$ cat src/rtl/axil_cmd_master.sv
// AXI4-Lite command master: turns a simple valid/ready command stream into
// single AXI-lite read or write transactions, one outstanding at a time, and
// returns the result on a valid/ready response stream. A per-transaction
// cycle counter enforces an optional completion deadline. A late responder
// after a timeout is drained before the next command is accepted.
`timescale 1ns/1ps

module axil_cmd_master #(
    parameter int AXIL_ADDR_WIDTH = 16,
    parameter int TIMEOUT_CYCLES  = 1024
) (
    input  logic                       clk,
    input  logic                       rst,
    input  logic [AXIL_ADDR_WIDTH-1:0] cmd_addr,
    input  logic [31:0]                cmd_wdata,
    input  logic [3:0]                 cmd_wstrb,
    input  logic                       cmd_we,
    input  logic                       cmd_valid,
    output logic                       cmd_ready,
    output logic [31:0]                rsp_rdata,
    output logic [1:0]                 rsp_resp,
    output logic                       rsp_timeout,
    output logic                       rsp_valid,
    input  logic                       rsp_ready,
    output logic [AXIL_ADDR_WIDTH-1:0] m_axil_awaddr,
    output logic [2:0]                 m_axil_awprot,
    output logic                       m_axil_awvalid,
    input  logic                       m_axil_awready,
    output logic [31:0]                m_axil_wdata,
    output logic [3:0]                 m_axil_wstrb,
    output logic                       m_axil_wvalid,
    input  logic                       m_axil_wready,
    input  logic [1:0]                 m_axil_bresp,
    input  logic                       m_axil_bvalid,
    output logic                       m_axil_bready,
    output logic [AXIL_ADDR_WIDTH-1:0] m_axil_araddr,
    output logic [2:0]                 m_axil_arprot,
    output logic                       m_axil_arvalid,
    input  logic                       m_axil_arready,
    input  logic [31:0]                m_axil_rdata,
    input  logic [1:0]                 m_axil_rresp,
    input  logic                       m_axil_rvalid,
    output logic                       m_axil_rready
);

    typedef enum logic [2:0] {
        IDLE,
        WR_ADDR_DATA,
        WR_RESP,
        RD_ADDR,
        RD_DATA,
        DRAIN,
        RESP
    } state_t;

    // The counter saturates at 16 bits, so deadlines above 65536 never fire.
    localparam logic [16:0] TIMEOUT_LIM = 17'(TIMEOUT_CYCLES);

    state_t state, state_next;

    logic [AXIL_ADDR_WIDTH-1:0] addr_q;
    logic [31:0]                wdata_q;
    logic [3:0]                 wstrb_q;
    logic                       awvalid_q, wvalid_q, bready_q, arvalid_q, rready_q;
    logic [15:0]                cnt_q;
    logic                       rsp_valid_q, rsp_timeout_q;
    logic [31:0]                rsp_rdata_q;
    logic [1:0]                 rsp_resp_q;

    logic        accept;
    logic        aw_hs, w_hs, b_hs, ar_hs, r_hs;
    logic        aw_left, w_left;
    logic        in_txn;
    logic [16:0] cnt_inc;
    logic        timeout_hit;
    logic        load_b, load_r, load_to;
    logic        any_pending;

    assign cmd_ready   = (state == IDLE) && !rst;
    assign accept      = cmd_valid && cmd_ready;
    assign aw_hs       = awvalid_q && m_axil_awready;
    assign w_hs        = wvalid_q && m_axil_wready;
    assign b_hs        = bready_q && m_axil_bvalid;
    assign ar_hs       = arvalid_q && m_axil_arready;
    assign r_hs        = rready_q && m_axil_rvalid;
    assign aw_left     = awvalid_q && !m_axil_awready;
    assign w_left      = wvalid_q && !m_axil_wready;
    assign any_pending = awvalid_q || wvalid_q || bready_q || arvalid_q || rready_q;
    assign in_txn      = (state == WR_ADDR_DATA) || (state == WR_RESP) ||
                         (state == RD_ADDR) || (state == RD_DATA);
    assign cnt_inc     = {1'b0, cnt_q} + 17'd1;
    // The deadline fires on the edge at which the counter would reach the limit.
    assign timeout_hit = (TIMEOUT_CYCLES != 0) && in_txn && (cnt_inc >= TIMEOUT_LIM);

    // State register.
    always_ff @(posedge clk) begin
        if (rst) state <= IDLE;
        else     state <= state_next;
    end

    // Next-state logic; a completing handshake takes priority over the deadline.
    always_comb begin
        state_next = state;
        load_b     = 1'b0;
        load_r     = 1'b0;
        load_to    = 1'b0;
        case (state)
            IDLE: begin
                if (accept) state_next = cmd_we ? WR_ADDR_DATA : RD_ADDR;
            end
            WR_ADDR_DATA: begin
                if (timeout_hit) begin
                    state_next = RESP;
                    load_to    = 1'b1;
                end else if (!aw_left && !w_left) begin
                    state_next = WR_RESP;
                end
            end
            WR_RESP: begin
                if (b_hs) begin
                    state_next = RESP;
                    load_b     = 1'b1;
                end else if (timeout_hit) begin
                    state_next = RESP;
                    load_to    = 1'b1;
                end
            end
            RD_ADDR: begin
                if (timeout_hit) begin
                    state_next = RESP;
                    load_to    = 1'b1;
                end else if (ar_hs) begin
                    state_next = RD_DATA;
                end
            end
            RD_DATA: begin
                if (r_hs) begin
                    state_next = RESP;
                    load_r     = 1'b1;
                end else if (timeout_hit) begin
                    state_next = RESP;
                    load_to    = 1'b1;
                end
            end
            RESP: begin
                if (rsp_ready) state_next = rsp_timeout_q ? DRAIN : IDLE;
            end
            DRAIN: begin
                if (!any_pending) state_next = IDLE;
            end
            default: state_next = IDLE;
        endcase
    end

    // Command payload is captured on acceptance and held for the whole transaction.
    always_ff @(posedge clk) begin
        if (rst) begin
            addr_q  <= '0;
            wdata_q <= '0;
            wstrb_q <= '0;
        end else if (accept) begin
            addr_q  <= cmd_addr;
            wdata_q <= cmd_wdata;
            wstrb_q <= cmd_wstrb;
        end
    end

    // Channel flags live apart from the state so they survive a timeout into drain.
    always_ff @(posedge clk) begin
        if (rst) begin
            awvalid_q <= 1'b0;
            wvalid_q  <= 1'b0;
            bready_q  <= 1'b0;
            arvalid_q <= 1'b0;
            rready_q  <= 1'b0;
        end else begin
            if (aw_hs) awvalid_q <= 1'b0;
            if (w_hs)  wvalid_q  <= 1'b0;
            if ((awvalid_q || wvalid_q) && !aw_left && !w_left) bready_q <= 1'b1;
            if (b_hs)  bready_q  <= 1'b0;
            if (ar_hs) begin
                arvalid_q <= 1'b0;
                rready_q  <= 1'b1;
            end
            if (r_hs)  rready_q  <= 1'b0;
            if (accept) begin
                awvalid_q <= cmd_we;
                wvalid_q  <= cmd_we;
                arvalid_q <= !cmd_we;
            end
        end
    end

    // Saturating per-transaction cycle counter.
    always_ff @(posedge clk) begin
        if (rst)                               cnt_q <= '0;
        else if (accept)                       cnt_q <= '0;
        else if (in_txn && cnt_q != 16'hFFFF)  cnt_q <= cnt_q + 16'd1;
    end

    // Response register: loaded on completion or timeout, released by rsp_ready.
    always_ff @(posedge clk) begin
        if (rst) begin
            rsp_valid_q   <= 1'b0;
            rsp_timeout_q <= 1'b0;
            rsp_resp_q    <= 2'b00;
            rsp_rdata_q   <= '0;
        end else if (load_b) begin
            rsp_valid_q   <= 1'b1;
            rsp_timeout_q <= 1'b0;
            rsp_resp_q    <= m_axil_bresp;
            rsp_rdata_q   <= '0;
        end else if (load_r) begin
            rsp_valid_q   <= 1'b1;
            rsp_timeout_q <= 1'b0;
            rsp_resp_q    <= m_axil_rresp;
            rsp_rdata_q   <= m_axil_rdata;
        end else if (load_to) begin
            rsp_valid_q   <= 1'b1;
            rsp_timeout_q <= 1'b1;
            rsp_resp_q    <= 2'b10;
            rsp_rdata_q   <= '0;
        end else if (state == RESP && rsp_ready) begin
            rsp_valid_q   <= 1'b0;
        end
    end

    assign m_axil_awaddr  = addr_q;
    assign m_axil_awprot  = 3'b000;
    assign m_axil_awvalid = awvalid_q;
    assign m_axil_wdata   = wdata_q;
    assign m_axil_wstrb   = wstrb_q;
    assign m_axil_wvalid  = wvalid_q;
    assign m_axil_bready  = bready_q;
    assign m_axil_araddr  = addr_q;
    assign m_axil_arprot  = 3'b000;
    assign m_axil_arvalid = arvalid_q;
    assign m_axil_rready  = rready_q;
    assign rsp_valid      = rsp_valid_q;
    assign rsp_timeout    = rsp_timeout_q;
    assign rsp_resp       = rsp_resp_q;
    assign rsp_rdata      = rsp_rdata_q;

endmodule

$ cat config.mk
export PLATFORM = sky130hd
export DESIGN_NAME = axil_cmd_master
export DESIGN_NICKNAME = d
export VERILOG_FILES = /design/src/rtl/axil_cmd_master.sv
export SDC_FILE = /design/constraint.sdc
export NUM_CORES = 1
export LEC_CHECK = 0
export ABC_AREA = 1
export CAP_MARGIN = 5
export CORE_ASPECT_RATIO = 0.9
export CORE_MARGIN = 2
export CORE_UTILIZATION = 29
export DETAILED_ROUTE_END_ITERATION = 8
export GPL_TIMING_DRIVEN = 0
export REMOVE_ABC_BUFFERS = 1
export SKIP_LAST_GASP = 1
export SYNTH_ARGS = -nofsm -noshare
export SYNTH_HDL_FRONTEND = slang
export SYNTH_SLANG_ARGS = --single-unit
$ cat constraint.sdc
create_clock -name clk -period 3.05 [get_ports clk]
set_input_delay 0.305 -clock clk [delete_from_list [all_inputs] [get_ports clk]]
set_output_delay 0.305 -clock clk [all_outputs]
set_load 0.1 [all_outputs]
Word-level counts from Yosys, hierarchy flattened --
Cells that the tools add are included.
Word-level totals: logic and storage cells 107, bits of input ports 98, flip-flop bits (word level) 112, output and inout port bits 116
Operators by class: reductions and logical operators 42, equality and inequality tests 12, magnitude comparators 1, muxes and demuxes 36, add/sub/neg operators 2
Operators with widths (count):
- $mux W32 | 2
- $mux W3 | 11
- $pmux W3 S7 | 1
- $add A16 B1 Y17 const B | 1
- $ge A17 B11 Y1 const B | 1
- $mux W1 | 17
- $add A16 B1 Y16 const B | 1
- $ne A16 B16 Y1 const B | 1
- $logic_and A1 B1 Y1 | 15
- $reduce_or A2 Y1 | 5
- $eq A3 B3 Y1 const B | 3
- $mux W2 | 4
- $reduce_bool A2 Y1 | 4
- $logic_or A1 B1 Y1 | 7
- $eq A3 B2 Y1 const B | 2
- $logic_not A1 Y1 | 6
- $ne A2 B2 Y1 const B | 3
- $reduce_and A5 Y1 | 1
- $reduce_bool A4 Y1 | 1
- $eq A3 B1 Y1 const B | 1
- $logic_not A3 Y1 | 1
- $ne A3 B2 Y1 const B | 1
- $ne A3 B3 Y1 const B | 1
- $pmux W1 S3 | 1
- 2 further kinds | 2

Depth between registers and ports, before layout --
depth in word-level cells 11, gate-level depth with buffers 15, gate-level depth less buffers 15

Worst setup path after synthesis --
No wires, ideal clock.
kind register to register, start reg state[1], end reg addr_q[0], in the netlist m_axil_araddr[0], path slack -0.063 ns, cell stages (with the launch flop) 12, arrival time 2.994 ns, library setup time 0.119 ns, required time 2.931 ns, buffers on the path 2, period minus slack after synthesis 3.113 ns, cells stage by stage dfxtp_1 -> inv_2 -> nand2_1 -> inv_1 -> nand2_1 -> nor2_1 -> nand2_1 -> inv_2 -> nor2_1 -> buf_2 -> buf_4 -> a22o_1
Between the ends: word-level cells in the longest chain between the ends 3
RTL lines:
- from (decl) | line 59 | state_t state, state_next;
- from (signal assigned) | line 98 | else state <= state_next;
- $logic_not A3 Y1 | line 79 | assign cmd_ready = (state == IDLE) && !rst;
- $logic_and A1 B1 Y1 | line 79
- via cmd_ready | line 19 | output logic cmd_ready,
- $logic_and A1 B1 Y1 | line 80 | assign accept = cmd_valid && cmd_ready;
- to (signal assigned) | line 162 | addr_q <= cmd_addr;
- to (decl) | line 61 | logic [AXIL_ADDR_WIDTH-1:0] addr_q;
The timed path passes the listed nets, and every way through them passes these cells. A chain may end at the register's enable or synchronous reset.

Worst setup path in the final report --
start reg state[0], end reg cnt_q[0]
Between the ends: word-level cells in the longest chain between the ends 5, elaborated cells between the ends (all ways) 12, classes of those cells 4 x eq/ne; 8 x reduce/logical
RTL lines:
- $eq A3 B1 Y1 / $eq A3 B2 Y1 (equally long branches) | line 89 | assign in_txn = (state == WR_ADDR_DATA) || (state == WR_RESP) ||
- $logic_or A1 B1 Y1 (2 in series) | line 89
- $logic_or A1 B1 Y1 | line 90 | (state == RD_ADDR) || (state == RD_DATA);
- $logic_and A1 B1 Y1 | line 198 | else if (in_txn && cnt_q != 16'hFFFF) cnt_q <= cnt_q + 16'd1;
- to (signal assigned) | line 198
- to (decl) | line 65 | logic [15:0] cnt_q;
Several ways; a longest one is shown, not always the timed one.

==> metrics.md <==
| Metric | Value |
|---|---|
| CP endpoint | `cnt_q[0]$_SDFFE_PP0P_` |
| Worst hold path depth | `2` |
| Clk root buf | `clkbuf_16` |
| Status | `complete, no violations` |
| Setup Buffers After CTS | `0` |
| FF+latch count, synth | `112` |
| Vias | `4,169` |
| IO Port Bufs | `207` |
| Min cycle time layout | `2.688 ns` |
| Fmax | `372.1 MHz` |
| Reg2Reg Launch Point | `state[0]$_SDFFE_PP0P_` |
| Maximum fanout along the worst path | `53` |
| CP Class | `flop to flop` |
| Sequential area share after synthesis | `49.67%` |
| Gate family responsible for the most delay along the worst path | `simple AND/OR/NAND/NOR gates` |
| Slowest CP cell | `nor2_4` |
| Startpoint types | `flop` |
| Final worst-path cycle share | `88.12%` |
| Leakage | `2.523 nW` |
| Largest net degree at the start of global routing | `54` |
| RSZ-0062 raised after global routing | `no` |
| Syn avg cell area | `8.518 sq um` |
| NetSw | `3.095 mW` |
| Worst skew pair latency | `0.35 ns` |
| Ranking of synthesized cells by area | `dfxtp_1 50%, a22o_1 10%, nand2_1 9.8%` |
| TritonCTS clock tree | `built` |
| Buf/Inv on CP | `4` |
| Hold Path Class | `flop to flop` |
| NumNets Final | `810` |
| Mapped Cells | `530` |
| Yosys cell types | `35` |
| Final Hold Viols | `0` |
| R2R setup slack | `0.36 ns` |
| Critical path capture point type | `flop` |
| Max Cap Violations | `0` |
| Setup violators final | `0` |
| Vias/cell | `4.546` |
| Die H | `122.4 microns` |
| Maximum VDD drop | `0.0005524 V` |
| Final WL | `12.70 mm` |
| Relative slew slack | `31.15%` |
| Antenna violations before repair | `0` |
| CP most frequent cell | `nand2_1` |
| GRT Total Usage | `15.42%` |
| Initial Util | `29.44%` |
| Most common cell after layout, fill and taps aside | `clkdlybuf4s50_1` |
| Mapped cell area | `0.004514 sq mm` |
| # clock sinks | `112` |
| Final Max Tran Viols | `0` |
| Share of the synthesized area in the top cell type | `49.67%` |
| Critical Path Stages | `11` |
| Cts repair resizes | `0` |
| Detail Placement HPWL | `9.333 mm` |
| Total CTS buffers | `9` |
| Die Footprint | `0.01658 sq mm` |
| Power Dens Cells | `880.7 mW/mm^2` |
| Slew at the pin with the worst max-slew slack | `1.030 ns` |
| CP peak stage delay | `0.64 ns` |
| Area growth from synthesis to layout | `53.13%` |
| Critical path cell sequence | `inv_1 -> nand2_1 -> inv_1 -> nand2_1 -> nor2_1 -> nand2_1 -> inv_2 -> nor2_4 -> buf_12 -> o21ai_0 -> a21oi_1` |
| Clock Power Share | `18.6%` |
| CP Launch Point | `state[0]$_SDFFE_PP0P_` |
| Layout cell share with drive strength beyond 1 | `8.112%` |
| Bufs on Longest Clock Path | `2` |
| Clock transition at the registers of the reported paths | `0.07 ns` |
| Die Width | `135.5 microns` |
| YS warnings | `0` |
| Initial drt markers | `143` |
| FF-to-FF path depth | `11` |
| Sequential power share | `30.3%` |
| Total gr overflow | `0` |
| H-Tree Depth | `3` |
| CP required | `3.33 ns` |
| Combinational share of power | `51.1%` |
| Diodes inserted | `0` |
| Reg-to-reg endpoint | `cnt_q[0]$_SDFFE_PP0P_` |
| First-pass GRT wire length | `20.44 mm` |
| Commonest cells after routing, fill and taps aside | `207 x clkdlybuf4s50_1, 118 x nand2_1, 112 x dfxtp_1, 53 x a22o_1, 39 x a21oi_1` |
| CTS hold repair buffers | `0` |
| Sw Ratio | `50.83%` |
| DRC errors left | `0` |
| Yosys top cell by area | `dfxtp_1` |
| Global placement routability congestion | `0.8879` |
| Rows | `43` |
| CORE AREA | `0.01533 sq mm` |
| Arr. time, crit path | `2.97 ns` |
| Io pins | `214` |
| Util after Layout | `45.08%` |
| Pre-CTS setup slack | `-0.04937 ns` |
| DR WL/cell | `13.85 microns` |
| Vias in the first global route | `4,158` |
| Setup WS post-layout | `0.3622 ns` |
| Clock skew | `0.01250 ns` |
| Drt first pass iters | `4` |
| P_int | `2.994 mW` |
| ANT nets after route | `0` |
## stage by stage
step	hold WS, ns	area (sq um)	TNS, ns	power (mW)	std cells
2_1_floorplan	0.3741	4220	-69.36	4.185	490
3_3_place_gp	0.4481	6545	-191.59	4.958	899
3_5_place_dp	0.4550	6630	-0.3100	4.984	902
4_1_cts	0.4667	6913	0	6.144	917
5_1_grt	0.4755	6913	0	6.342	917
6_report	0.4649	6913	0	6.088	917
## worst min-delay path by stage
stage                                        from                            end  slack (ns)
finish                 rsp_rdata[21]$_SDFFE_PP0P_     rsp_rdata[21]$_SDFFE_PP0P_        0.46
floorplan                                     rst       rsp_resp[0]$_SDFFE_PP0P_        0.37
global route           rsp_rdata[21]$_SDFFE_PP0P_     rsp_rdata[21]$_SDFFE_PP0P_        0.48
CTS                    rsp_rdata[13]$_SDFFE_PP0P_     rsp_rdata[13]$_SDFFE_PP0P_        0.47
detailed placement  m_axil_wdata[15]$_SDFFE_PP0P_  m_axil_wdata[15]$_SDFFE_PP0P_        0.45
global placement        rsp_rdata[0]$_SDFFE_PP0P_      rsp_rdata[0]$_SDFFE_PP0P_        0.45
## final cells by class
class                           instances  area (sq um)
Multi-Input combinational cell        335          1824
Timing Repair Buffer                  210          2147
Inverter                               43         163.9
Tap cell                              202         252.7
Fill cell                            1455          8421
Clock inverter                          6         57.56
Clock buffer                            9         225.2
Sequential cell                       112          2242
## Yosys cell counts
master / instances
a2111oi_0: 1
a211oi_1: 1
a21oi_1: 39
a21oi_2: 12
a221oi_1: 1
a22o_1: 53
a2bb2oi_1: 1
a31oi_1: 3
buf_1: 1
buf_12: 1
buf_2: 6
buf_4: 26
buf_8: 2
clkbuf_1: 9
conb_1: 1
dfxtp_1: 112
ha_1: 1
inv_1: 38
inv_2: 4
inv_4: 1
nand2_1: 118
nand2_2: 14
nand3_1: 13
nand3_2: 1
nand4_1: 5
nor2_1: 30
nor2_2: 4
nor2_4: 2
nor3_1: 6
nor3b_1: 1
o211ai_1: 1
o21ai_0: 19
o21bai_1: 1
o221ai_1: 1
o32ai_1: 1
## power groups by stage
| stage | sequential (mW) | clock, mW | combinational (mW) |
|---|---|---|---|
| 2_1_floorplan | 3.57 | 0 | 0.613 |
| 3_3_place_gp | 1.86 | 0 | 3.09 |
| 3_5_place_dp | 1.87 | 0 | 3.12 |
| 4_1_cts | 1.84 | 1.18 | 3.12 |
| 5_1_grt | 1.88 | 1.23 | 3.24 |
| 6_report | 1.84 | 1.13 | 3.11 |
## registers in the layout, indices dropped and copies added (netlist names), 2 cells and up
name,cells
state,3
rsp_rdata,32
m_axil_wdata,32
m_axil_wstrb,4
m_axil_araddr,16
cnt_q,16
rsp_resp,2
## kinds of logic after synthesis
logic type | after synthesis | share of synthesized area (%)
simple gates | 194 | 18.49
compound gates | 134 | 20.93
flops | 112 | 49.67
buf+inv | 88 | 10.56
fa+ha+maj | 1 | 0.2771
other cells | 1 | 0.08307
## worst reg2reg max path, stage by stage, from the launching register on
cell,delay [ns]
dfxtp_1,0.41
inv_1,0.08
nand2_1,0.08
inv_1,0.05
nand2_1,0.11
nor2_1,0.07
nand2_1,0.23
inv_2,0.40
nor2_4,0.65
buf_12,0.29
o21ai_0,0.13
a21oi_1,0.12
## routing by layer
metal / up-vias / GRT usage (%) / wire, microns
met3: 8 / 6.361 / 967
met1: 1921 / 18.27 / 5422
met4: 0 / 3.385 / 138
met5: - / 0 / 0
li1: 2113 / - / -
met2: 127 / 26.27 / 6173
Power figures use the tool's default switching activity.
